### config.mk
export PLATFORM = sky130hd
export DESIGN_NAME = hazard_ctrl
export DESIGN_NICKNAME = d
export VERILOG_FILES = /design/src/rtl/hazard_ctrl.sv
export SDC_FILE = /design/constraint.sdc
export NUM_CORES = 1
export LEC_CHECK = 0
export BUFFER_PORTS_ARGS = -buffer_cell sky130_fd_sc_hd__buf_2
export CAP_MARGIN = 0
export CORE_AREA = 2 2 58 60
export DETAILED_ROUTE_END_ITERATION = 8
export DIE_AREA = 0 0 60 62
export GPL_TIMING_DRIVEN = 0
export PLACE_DENSITY = 0.73
export SLEW_MARGIN = 20
export SYNTH_ARGS = -nofsm -noshare
export SYNTH_HDL_FRONTEND = slang
export SYNTH_SLANG_ARGS = --single-unit
### constraint.sdc
create_clock -name clk -period 4.1 [get_ports clk]
set_clock_uncertainty 0.05 [all_clocks]
set_input_delay 0.205 -clock clk [delete_from_list [all_inputs] [get_ports clk]]
set_output_delay 0.205 -clock clk [all_outputs]
set_load 0.005 [all_outputs]
### src/rtl/hazard_ctrl.sv
// rtl/hazard_ctrl.sv - pipeline stall/flush sequencing for the 5-stage core
module hazard_ctrl #(
   parameter int MEM_TIMEOUT = 15,
   parameter int CNT_W       = 16
) (
   input  logic             clk,
   input  logic             reset_n,
   input  logic             flush_req,
   input  logic             Branch_taken,
   input  logic             ID_EX_MemRead,
   input  logic [4:0]       ID_EX_RegisterRd,
   input  logic [4:0]       IF_ID_RegisterRs,
   input  logic [4:0]       IF_ID_RegisterRt,
   input  logic             EX_MEM_MemRead,
   input  logic             EX_MEM_MemWrite,
   input  logic             mem_ready,
   output logic             mem_req,
   output logic             PC_Write,
   output logic             IF_ID_Write,
   output logic             ID_EX_Write,
   output logic             EX_MEM_Write,
   output logic             IF_Flush,
   output logic             ID_Flush,
   output logic             EX_Flush,
   output logic             mem_error,
   output logic [CNT_W-1:0] stall_cnt
);
   localparam int WCW = $clog2(MEM_TIMEOUT + 1);
   localparam logic [WCW-1:0] TMO = WCW'(MEM_TIMEOUT);

   typedef enum logic {RUN, MEM_WAIT} state_t;

   state_t         state, state_nx;
   logic [WCW-1:0] wait_cnt, wait_nx;
   logic           err_set, apply_hz, mem_op, lu;

   assign mem_op = EX_MEM_MemRead | EX_MEM_MemWrite;
   assign lu     = ID_EX_MemRead && (ID_EX_RegisterRd != 5'd0) &&
                   ((ID_EX_RegisterRd == IF_ID_RegisterRs) ||
                    (ID_EX_RegisterRd == IF_ID_RegisterRt));

   always_comb begin
      mem_req      = 1'b0;
      PC_Write     = 1'b1;
      IF_ID_Write  = 1'b1;
      ID_EX_Write  = 1'b1;
      EX_MEM_Write = 1'b1;
      IF_Flush     = 1'b0;
      ID_Flush     = 1'b0;
      EX_Flush     = 1'b0;
      state_nx     = state;
      wait_nx      = wait_cnt;
      err_set      = 1'b0;
      apply_hz     = 1'b0;
      case (state)
         RUN: begin
            if (flush_req) begin
               IF_Flush = 1'b1;
               ID_Flush = 1'b1;
               EX_Flush = 1'b1;
            end else if (mem_op && !mem_ready) begin
               mem_req      = 1'b1;
               PC_Write     = 1'b0;
               IF_ID_Write  = 1'b0;
               ID_EX_Write  = 1'b0;
               EX_MEM_Write = 1'b0;
               state_nx     = MEM_WAIT;
               wait_nx      = WCW'(1);
            end else begin
               mem_req  = mem_op;
               apply_hz = 1'b1;
            end
         end
         default: begin
            PC_Write     = 1'b0;
            IF_ID_Write  = 1'b0;
            ID_EX_Write  = 1'b0;
            EX_MEM_Write = 1'b0;
            if (mem_ready) begin
               mem_req      = 1'b1;
               PC_Write     = 1'b1;
               IF_ID_Write  = 1'b1;
               ID_EX_Write  = 1'b1;
               EX_MEM_Write = 1'b1;
               apply_hz     = 1'b1;
               state_nx     = RUN;
               wait_nx      = '0;
            end else if (wait_cnt < TMO) begin
               mem_req = 1'b1;
               wait_nx = wait_cnt + WCW'(1);
            end else begin
               EX_Flush = 1'b1;
               err_set  = 1'b1;
               state_nx = RUN;
               wait_nx  = '0;
            end
         end
      endcase
      // A load-use stall holds IF/ID, so a concurrent branch is retried next cycle
      if (apply_hz) begin
         if (lu) begin
            PC_Write    = 1'b0;
            IF_ID_Write = 1'b0;
            ID_Flush    = 1'b1;
         end else if (Branch_taken) begin
            IF_Flush = 1'b1;
         end
      end
      if (!reset_n) begin
         mem_req      = 1'b0;
         PC_Write     = 1'b0;
         IF_ID_Write  = 1'b0;
         ID_EX_Write  = 1'b0;
         EX_MEM_Write = 1'b0;
         IF_Flush     = 1'b0;
         ID_Flush     = 1'b0;
         EX_Flush     = 1'b0;
      end
   end

   always_ff @(posedge clk or negedge reset_n) begin
      if (!reset_n) begin
         state     <= RUN;
         wait_cnt  <= '0;
         mem_error <= 1'b0;
         stall_cnt <= '0;
      end else begin
         state    <= state_nx;
         wait_cnt <= wait_nx;
         if (err_set)
            mem_error <= 1'b1;
         if (!PC_Write && (stall_cnt != {CNT_W{1'b1}}))
            stall_cnt <= stall_cnt + CNT_W'(1);
      end
   end
endmodule

==> metrics.yaml, run 1 <==
post-cts-setup-buffers: 0
yosysSeqAreaShare: 0.410
yosys.area_share.adder: 0.0187
synth_seq_cells: 22
drt_iter0_drc: 61
p_leak_nw: 0.774
finalWorstSetupSlack_ns: 1.81
wire_per_inst_um: 11.8
start_util: 0.422
hold_viol: 0
postRouteAntennaNets: 0
hp-class: "primary input to register"
firstDrtPassIters: 4
grt_max_degree: 29
grt_pass1_wl_mm: 4.86
setup_viol_count_final: 0
grt_pass1_vias: 1101
status: "finished clean"
synth_compound_area_frac: 0.119
endpoint_kind: "output pin"
multi_input_area_um2: 753
synth_top_area_share: 0.410
critPathMaxFanout: 28
muxShareOfSynthArea: 0.0168
ys_warn_count: 0
synth.area.top_cells: "dfrtp_1 41%, xnor2_1 8.5%, xor2_1 6.5%, nor2_1 3.6%, nand2_1 3.4%"
cp_slowest_stage_delay_ns: 0.52
fin_nets: 217
synthSimpleGateAreaFrac: 0.257
syn-cell-area_um2: 1340
core-area_um2: 3180
rsz0062_at_grt: "false"
dp_slack_ns: 1.84
relSlewSlack: 0.614
antenna_found_initial: 0
cts_tree: "built"
ys.flop_type: "dfrtp_1"
fmaxAchievable_mhz: 437
syn_to_final_growth_pct: 26.5
num_vias: 1140
dieArea_um2: 3720
clk_latency_ns: 0.32
tightestPinTransition_ns: 0.579
drive_gt1_frac: 0.351
htreeDepth: 1
slew_violations: 0
regArea_um2: 551
cp_common_cell: "buf_2"
fin_crit_ns: 2.29
cts_made_buffers: 3
drv_cap: 0
rows: 21
synthXorXnorAreaFrac: 0.150
io_buffers: 47
grt_usage: 0.172
crit_arrival_ns: 2.04
vdd_drop_max_mv: 0.344
final_cell_area_um2: 1700
gp_congestion: 0.829
io_pins: 48
syn_avg_cell_area_um2: 9.65
root_buffer: "clkbuf_4"
crit_type: "primary input to output pin"
fp.dieW_um: 60
routed_wl_mm: 2.81
synth_top_area_cell: "dfrtp_1"
ys_async_sr_fraction: 1.00
setup-tns-final_ns: 0
clk_path_buf_depth: 2
grt_overflow: 0
netlist_instances: 139
synthTopCellsByCount: "22 x dfrtp_1, 13 x nor2_1, 13 x xnor2_1, 12 x nand2_1, 10 x xor2_1"
critPathRequiredTime_ns: 3.85
finalCritPeriodShare: 0.559
num_antenna_cells: 0
synth_most_common_cell: "dfrtp_1"
n_fill_cell: 307
cts.sinks: 22
power_density_nw_per_um2: 447
via_per_inst: 4.81
synth_edf_count: 0
route.detailed.drc: 0
die_h_um: 62
startpoint_type: "primary input"
synth_top_family_by_area: "simple AND/OR/NAND/NOR gates"
syn-num-nets: 164
path_cells: "dlygate4sd3_1 -> buf_2 -> and2_2 -> a21boi_2 -> buf_4 -> buf_2"
path_clk_slew_ns: 0.12
synth_cell_types: 41
hpwl_mm: 2.15
dpl_cell_area_um2: 1630
cp_slowest_cell: "dlygate4sd3_1"
==> what timing repair did <==
item | in CTS | in global routing
gates resized for setup | 0 | 0
hold buffers | 1 | 0
hold endpoints to repair | 22 | 0
==> worst paths after layout <==
kind | start | to | slack, ns | cells after the start
worst min register to register | stall_cnt[6]$_DFFE_PN0P_ | stall_cnt[6]$_DFFE_PN0P_ | 0.44 | 1
worst max-delay path | reset_n | PC_Write | 1.81 | 6
min in group asynchronous | reset_n | stall_cnt[13]$_DFFE_PN0P_ | 0.35 | 2
worst min-delay path | mem_ready | state$_DFF_PN0_ | 0.24 | 3
worst max register to register | stall_cnt[0]$_DFFE_PN0P_ | stall_cnt[1]$_DFFE_PN0P_ | 1.83 | 7
max in group asynchronous | reset_n | stall_cnt[6]$_DFFE_PN0P_ | 3.26 | 2
==> stage by stage <==
stage	instances	power, W	hold WS, ns	util
2_1_floorplan	139	0.000486	-0.141	-
3_3_place_gp	232	0.000590	0.184	0.514
3_5_place_dp	232	0.000596	0.182	0.514
4_1_cts	237	0.000770	0.221	0.534
5_1_grt	237	0.000825	0.263	0.534
6_report	237	0.000759	0.242	0.534
==> flip-flops by register name, summed over array words and instances, names as in the netlist <==
register,cells
wait_cnt,4
stall_cnt,16
mem_error,1
state,1
==> logic make-up (layout without fill, tap and decap cells) <==
group / after synthesis / in the layout
buf+inv: 5 / 57
compound gates: 22 / 22
simple gates: 63 / 63
fa+ha+maj: 2 / 2
xor+xnor: 23 / 23
flops: 22 / 22
mux: 2 / 2
==> layout make-up <==
| type | count | share of cell area |
|---|---|---|
| sequential | 22 | 0.324 |
| clock inverter | 1 | 0.0177 |
| inverter | 1 | 0.00221 |
| clock buffer | 3 | 0.0133 |
| timing repair buffer | 48 | 0.145 |
| tap | 46 | 0.0339 |
| buffer | 4 | 0.0199 |
| multi-input combinational | 112 | 0.444 |
==> routing by layer <==
| metal | track usage | vias up | part of all wire |
|---|---|---|---|
| met3 | 0.0476 | 4 | 0.045 |
| met2 | 0.286 | 25 | 0.48 |
| li1 | - | 592 | - |
| met1 | 0.225 | 519 | 0.47 |
| met5 | 0 | - | 0 |
| met4 | 0.0381 | 0 | 0.0068 |
==> critical path: cells and delay by family <==
kind	cells	cell delay [ns]
AO/OA/AOI/OAI	1	0.29
buffers and inverters	4	1.26
AND/OR/NAND/NOR	1	0.28
==> placed cells by master, fill, tap and decap left out, types with 6 or more instances in the layout <==
| cell | synthesis | layout |
|---|---|---|
| nand3_1 | 7 | 7 |
| xnor2_1 | 13 | 13 |
| xor2_1 | 10 | 10 |
| nor2_1 | 13 | 13 |
| nor3_1 | 6 | 6 |
| o21ai_0 | 6 | 6 |
| dfrtp_1 | 22 | 22 |
| nand2_1 | 12 | 12 |
| buf_2 | 0 | 47 |
==> power by group <==
group / leakage, nW / internal [W] / switching (W)
logic: 0.477 / 0.000123 / 0.000110
clock network: 0.0279 / 0.0000989 / 0.0000714
registers: 0.269 / 0.000279 / 0.0000770
No activity file was read; power rests on OpenSTA's default activity.
==> run 2, diff against run 1 <==
ABC_AREA = 1   (was unset)
CORE_AREA = 2 2 63 65   (was 2 2 58 60)
DIE_AREA = 0 0 65 67   (was 0 0 60 62)
PLACE_DENSITY = 0.71   (was 0.73)
clock period = 2.2 ns   (was 4.1 ns; I/O delays follow)
==> run 2 against run 1 <==
Against the previous run: flip-flop and latch count did not move; area after synthesis is 19% higher; critical path depth increased by 3; largest power group unchanged.
==> metrics.yaml, run 2 <==
post-route-util: 0.546  # +0.0128
r2r_slack_ns: 0.20  # -1.63 ns
critPathMaxFanout: 10  # -64%
place_inst: 330  # +42%
synthSimpleGateAreaFrac: 0.413  # +0.156
gp_congestion: 0.916  # +11%
top_register: "stall_cnt"
synth_cell_types: 27  # -34%
reg2reg_from: "stall_cnt[0]$_DFFE_PN0P_"
cp_slowest_stage_delay_ns: 0.42  # -0.10 ns
slew_violations: 0  # unchanged
num_vias: 1568  # +38%
pwr-share-clk: 0.247  # +0.023
fmaxAchievable_mhz: 498
power.switching_w: 0.000405  # +57%
p_sw_frac: 0.338  # -0.00175
dieArea_um2: 4360  # +17%
synth_edf_count: 0  # unchanged
fin_cells: 336  # +42%
cp_top_family: "buffers and inverters"
pwr-share-seq: 0.464  # -0.005
die_h_um: 67  # +8.1%
wire_per_inst_um: 10.8  # -8.7%
htreeDepth: 1  # unchanged
path_cells: "inv_2 -> nand2_1 -> a21oi_1 -> nand3_1 -> nand2_4 -> clkbuf_4 -> inv_1 -> buf_4 -> buf_2"
syn-cell-area_um2: 1600  # +19%
relSlewSlack: 0.680  # +0.0654
finalCritPeriodShare: 0.912
firstDrtPassIters: 4  # unchanged
p_leak_nw: 1.11  # +44%
dpl_cell_area_um2: 1890  # +16%
syn-num-nets: 260  # +59%
final_cell_mix: "76 x nand2_1, 49 x buf_2, 29 x inv_1, 29 x nand3_1, 27 x nor2_1"
ys_async_sr_fraction: 1.00  # unchanged
grt_pass1_vias: 1422  # +29%
crit_arrival_ns: 1.85  # -0.19 ns
yosysSeqAreaShare: 0.345  # -0.0659
synth_compound_area_frac: 0.0415  # -0.0779
final_common_cell: "nand2_1"
worstRegToRegCells: 9  # +2
endpoint_kind: "output pin"
vdd_drop_max_mv: 0.355  # +2.9%
antenna_found_initial: 0  # unchanged
intPower_w: 0.000791  # +58%
power_density_nw_per_um2: 607  # +36%
status: "finished clean"
muxShareOfSynthArea: 0  # -0.0168
synth.area.top_cells: "dfrtp_1 34%, nand2_1 18%, nand3_1 9.1%, inv_1 6.8%, nor2_1 6.3%"
setup_viol_count_final: 0  # unchanged
hold_path.startpoint: "mem_ready"
io_pins: 48  # unchanged
grt_usage: 0.181  # +0.00869
cp_slowest_cell: "dfrtp_1"
grt_max_degree: 23  # -21%
setup-tns-final_ns: 0  # unchanged
routed_wl_mm: 3.63  # +29%
synth_top_area_cell: "dfrtp_1"
drv_cap: 0  # unchanged
reg2reg_to: "stall_cnt[9]$_DFFE_PN0P_"
crit_type: "register to output pin"
cts_made_buffers: 3  # unchanged
synthXorXnorAreaFrac: 0.0877  # -0.0625
total_power_w: 0.00120  # +58%
tightestPinTransition_ns: 0.481  # -0.0981 ns
cts.sinks: 22  # unchanged
synthTopCellsByCount: "76 x nand2_1, 29 x inv_1, 29 x nand3_1, 27 x nor2_1, 22 x dfrtp_1"
grt_overflow: 0  # unchanged
fin_crit_ns: 2.01
critPathRequiredTime_ns: 2.04  # -1.81 ns
synth_top_family_by_area: "simple AND/OR/NAND/NOR gates"
whs_path_depth: 4  # +1
synth_top_area_share: 0.345  # -0.0659
core-area_um2: 3610  # +13%
fin_nets: 314  # +45%
yosys.area_share.adder: 0.0157  # -0.00300
clk_path_buf_depth: 2  # unchanged
drive_gt1_frac: 0.240  # -0.111
root_buffer: "clkbuf_8"
cts_tree: "built"
hp-class: "primary input to register"
grt_pass1_wl_mm: 6.15  # +26%
io_buffers: 47  # unchanged
via_per_inst: 4.67  # -3.0%
startpoint_type: "register"
syn_avg_cell_area_um2: 6.80  # -30%
reg.largest.list: "stall_cnt x16, wait_cnt x4"
ys.flop_type: "dfrtp_1"
postRouteAntennaNets: 0  # unchanged
route.detailed.drc: 0  # unchanged
hpwl_mm: 2.74  # +27%
start_util: 0.443  # +0.0212
ys_warn_count: 0  # unchanged
drt_iter0_drc: 75  # +23%
p_comb_frac: 0.289  # -0.018
hold_viol: 0  # unchanged
syn_to_final_growth_pct: 23.3
critPathBufInv: 5  # +1
num_antenna_cells: 0  # unchanged
final_cell_area_um2: 1970  # +16%
largest_reg_flops: 16  # unchanged
netlist_instances: 235  # +69%
hold_path_end: "wait_cnt[2]$_DFFE_PN0P_"
fp.dieW_um: 65  # +8.3%
rows: 22  # +4.8%
path_clk_slew_ns: 0.08  # -0.04 ns
synth_seq_cells: 22  # unchanged
rsz0062_at_grt: "false"
clk_latency_ns: 0.26  # -0.06 ns
synth_most_common_cell: "nand2_1"
-- run 2: layout make-up --
| class | instances | area (µm²) |
|---|---|---|
| Tap cell | 48 | 60.1 |
| Sequential cell | 22 | 551 |
| Multi-Input combinational cell | 176 | 896 |
| Clock buffer | 4 | 55.1 |
| Timing Repair Buffer | 49 | 250 |
| Inverter | 31 | 116 |
| Fill cell | 363 | 1640 |
| Buffer | 6 | 42.5 |
-- run 2: stage by stage --
step / hold WS (ns) / setup slack [ns]
final: 0.153 / 0.194
after global routing: 0.164 / 0.0118
after CTS: 0.148 / 0.101
after detailed placement: 0.0613 / 0.224
after global placement: 0.0652 / 0.255
after floorplan: -0.236 / 0.490
-- run 2: worst max path at each step --
stage | start | end | cells after the start
5_1_grt | state$_DFF_PN0_ | PC_Write | 9
6_report | state$_DFF_PN0_ | PC_Write | 9
2_1_floorplan | stall_cnt[0]$_DFFE_PN0P_ | stall_cnt[12]$_DFFE_PN0P_ | 9
3_3_place_gp | stall_cnt[0]$_DFFE_PN0P_ | stall_cnt[3]$_DFFE_PN0P_ | 9
3_5_place_dp | stall_cnt[0]$_DFFE_PN0P_ | stall_cnt[2]$_DFFE_PN0P_ | 9
4_1_cts | state$_DFF_PN0_ | PC_Write | 8
-- run 2: per-layer routing --
layer | up-vias | global-route usage | routed length [µm]
li1 | 843 | - | -
met1 | 692 | 0.236 | 1750
met2 | 29 | 0.308 | 1720
met3 | 4 | 0.0152 | 110
met4 | 0 | 0.0718 | 48
met5 | - | 0 | 0
-- run 2: worst min-delay path, delay by kind of cell --
kind,cells,cell delay (ns)
and+or+nand+nor,2,0.16
buffers and inverters,1,0.10
AOI/OAI and AO/OA,1,0.06
-- run 2: power groups by stage --
stage                     clock [W]  sequential (W)  combinational [W]
final                      0.000295        0.000555           0.000346
after global routing       0.000322        0.000569           0.000395
after CTS                  0.000305        0.000555           0.000348
after detailed placement          0        0.000562           0.000343
after global placement            0        0.000558           0.000339
after floorplan                   0        0.000554           0.000212
-- run 2: cell families after synthesis --
kind of cell,count (synthesis)
buffers and inverters,37
AND/OR/NAND/NOR,146
XOR/XNOR,16
adder cells (fa/ha/maj),2
flip-flops,22
AO/OA/AOI/OAI,12
-- run 2: what timing repair did --
item,CTS,global route
buffers inserted,0,0
hold buffers,1,1
hold endpoints to repair,22,22
setup endpoints to repair,0,1
gates resized for setup,0,2
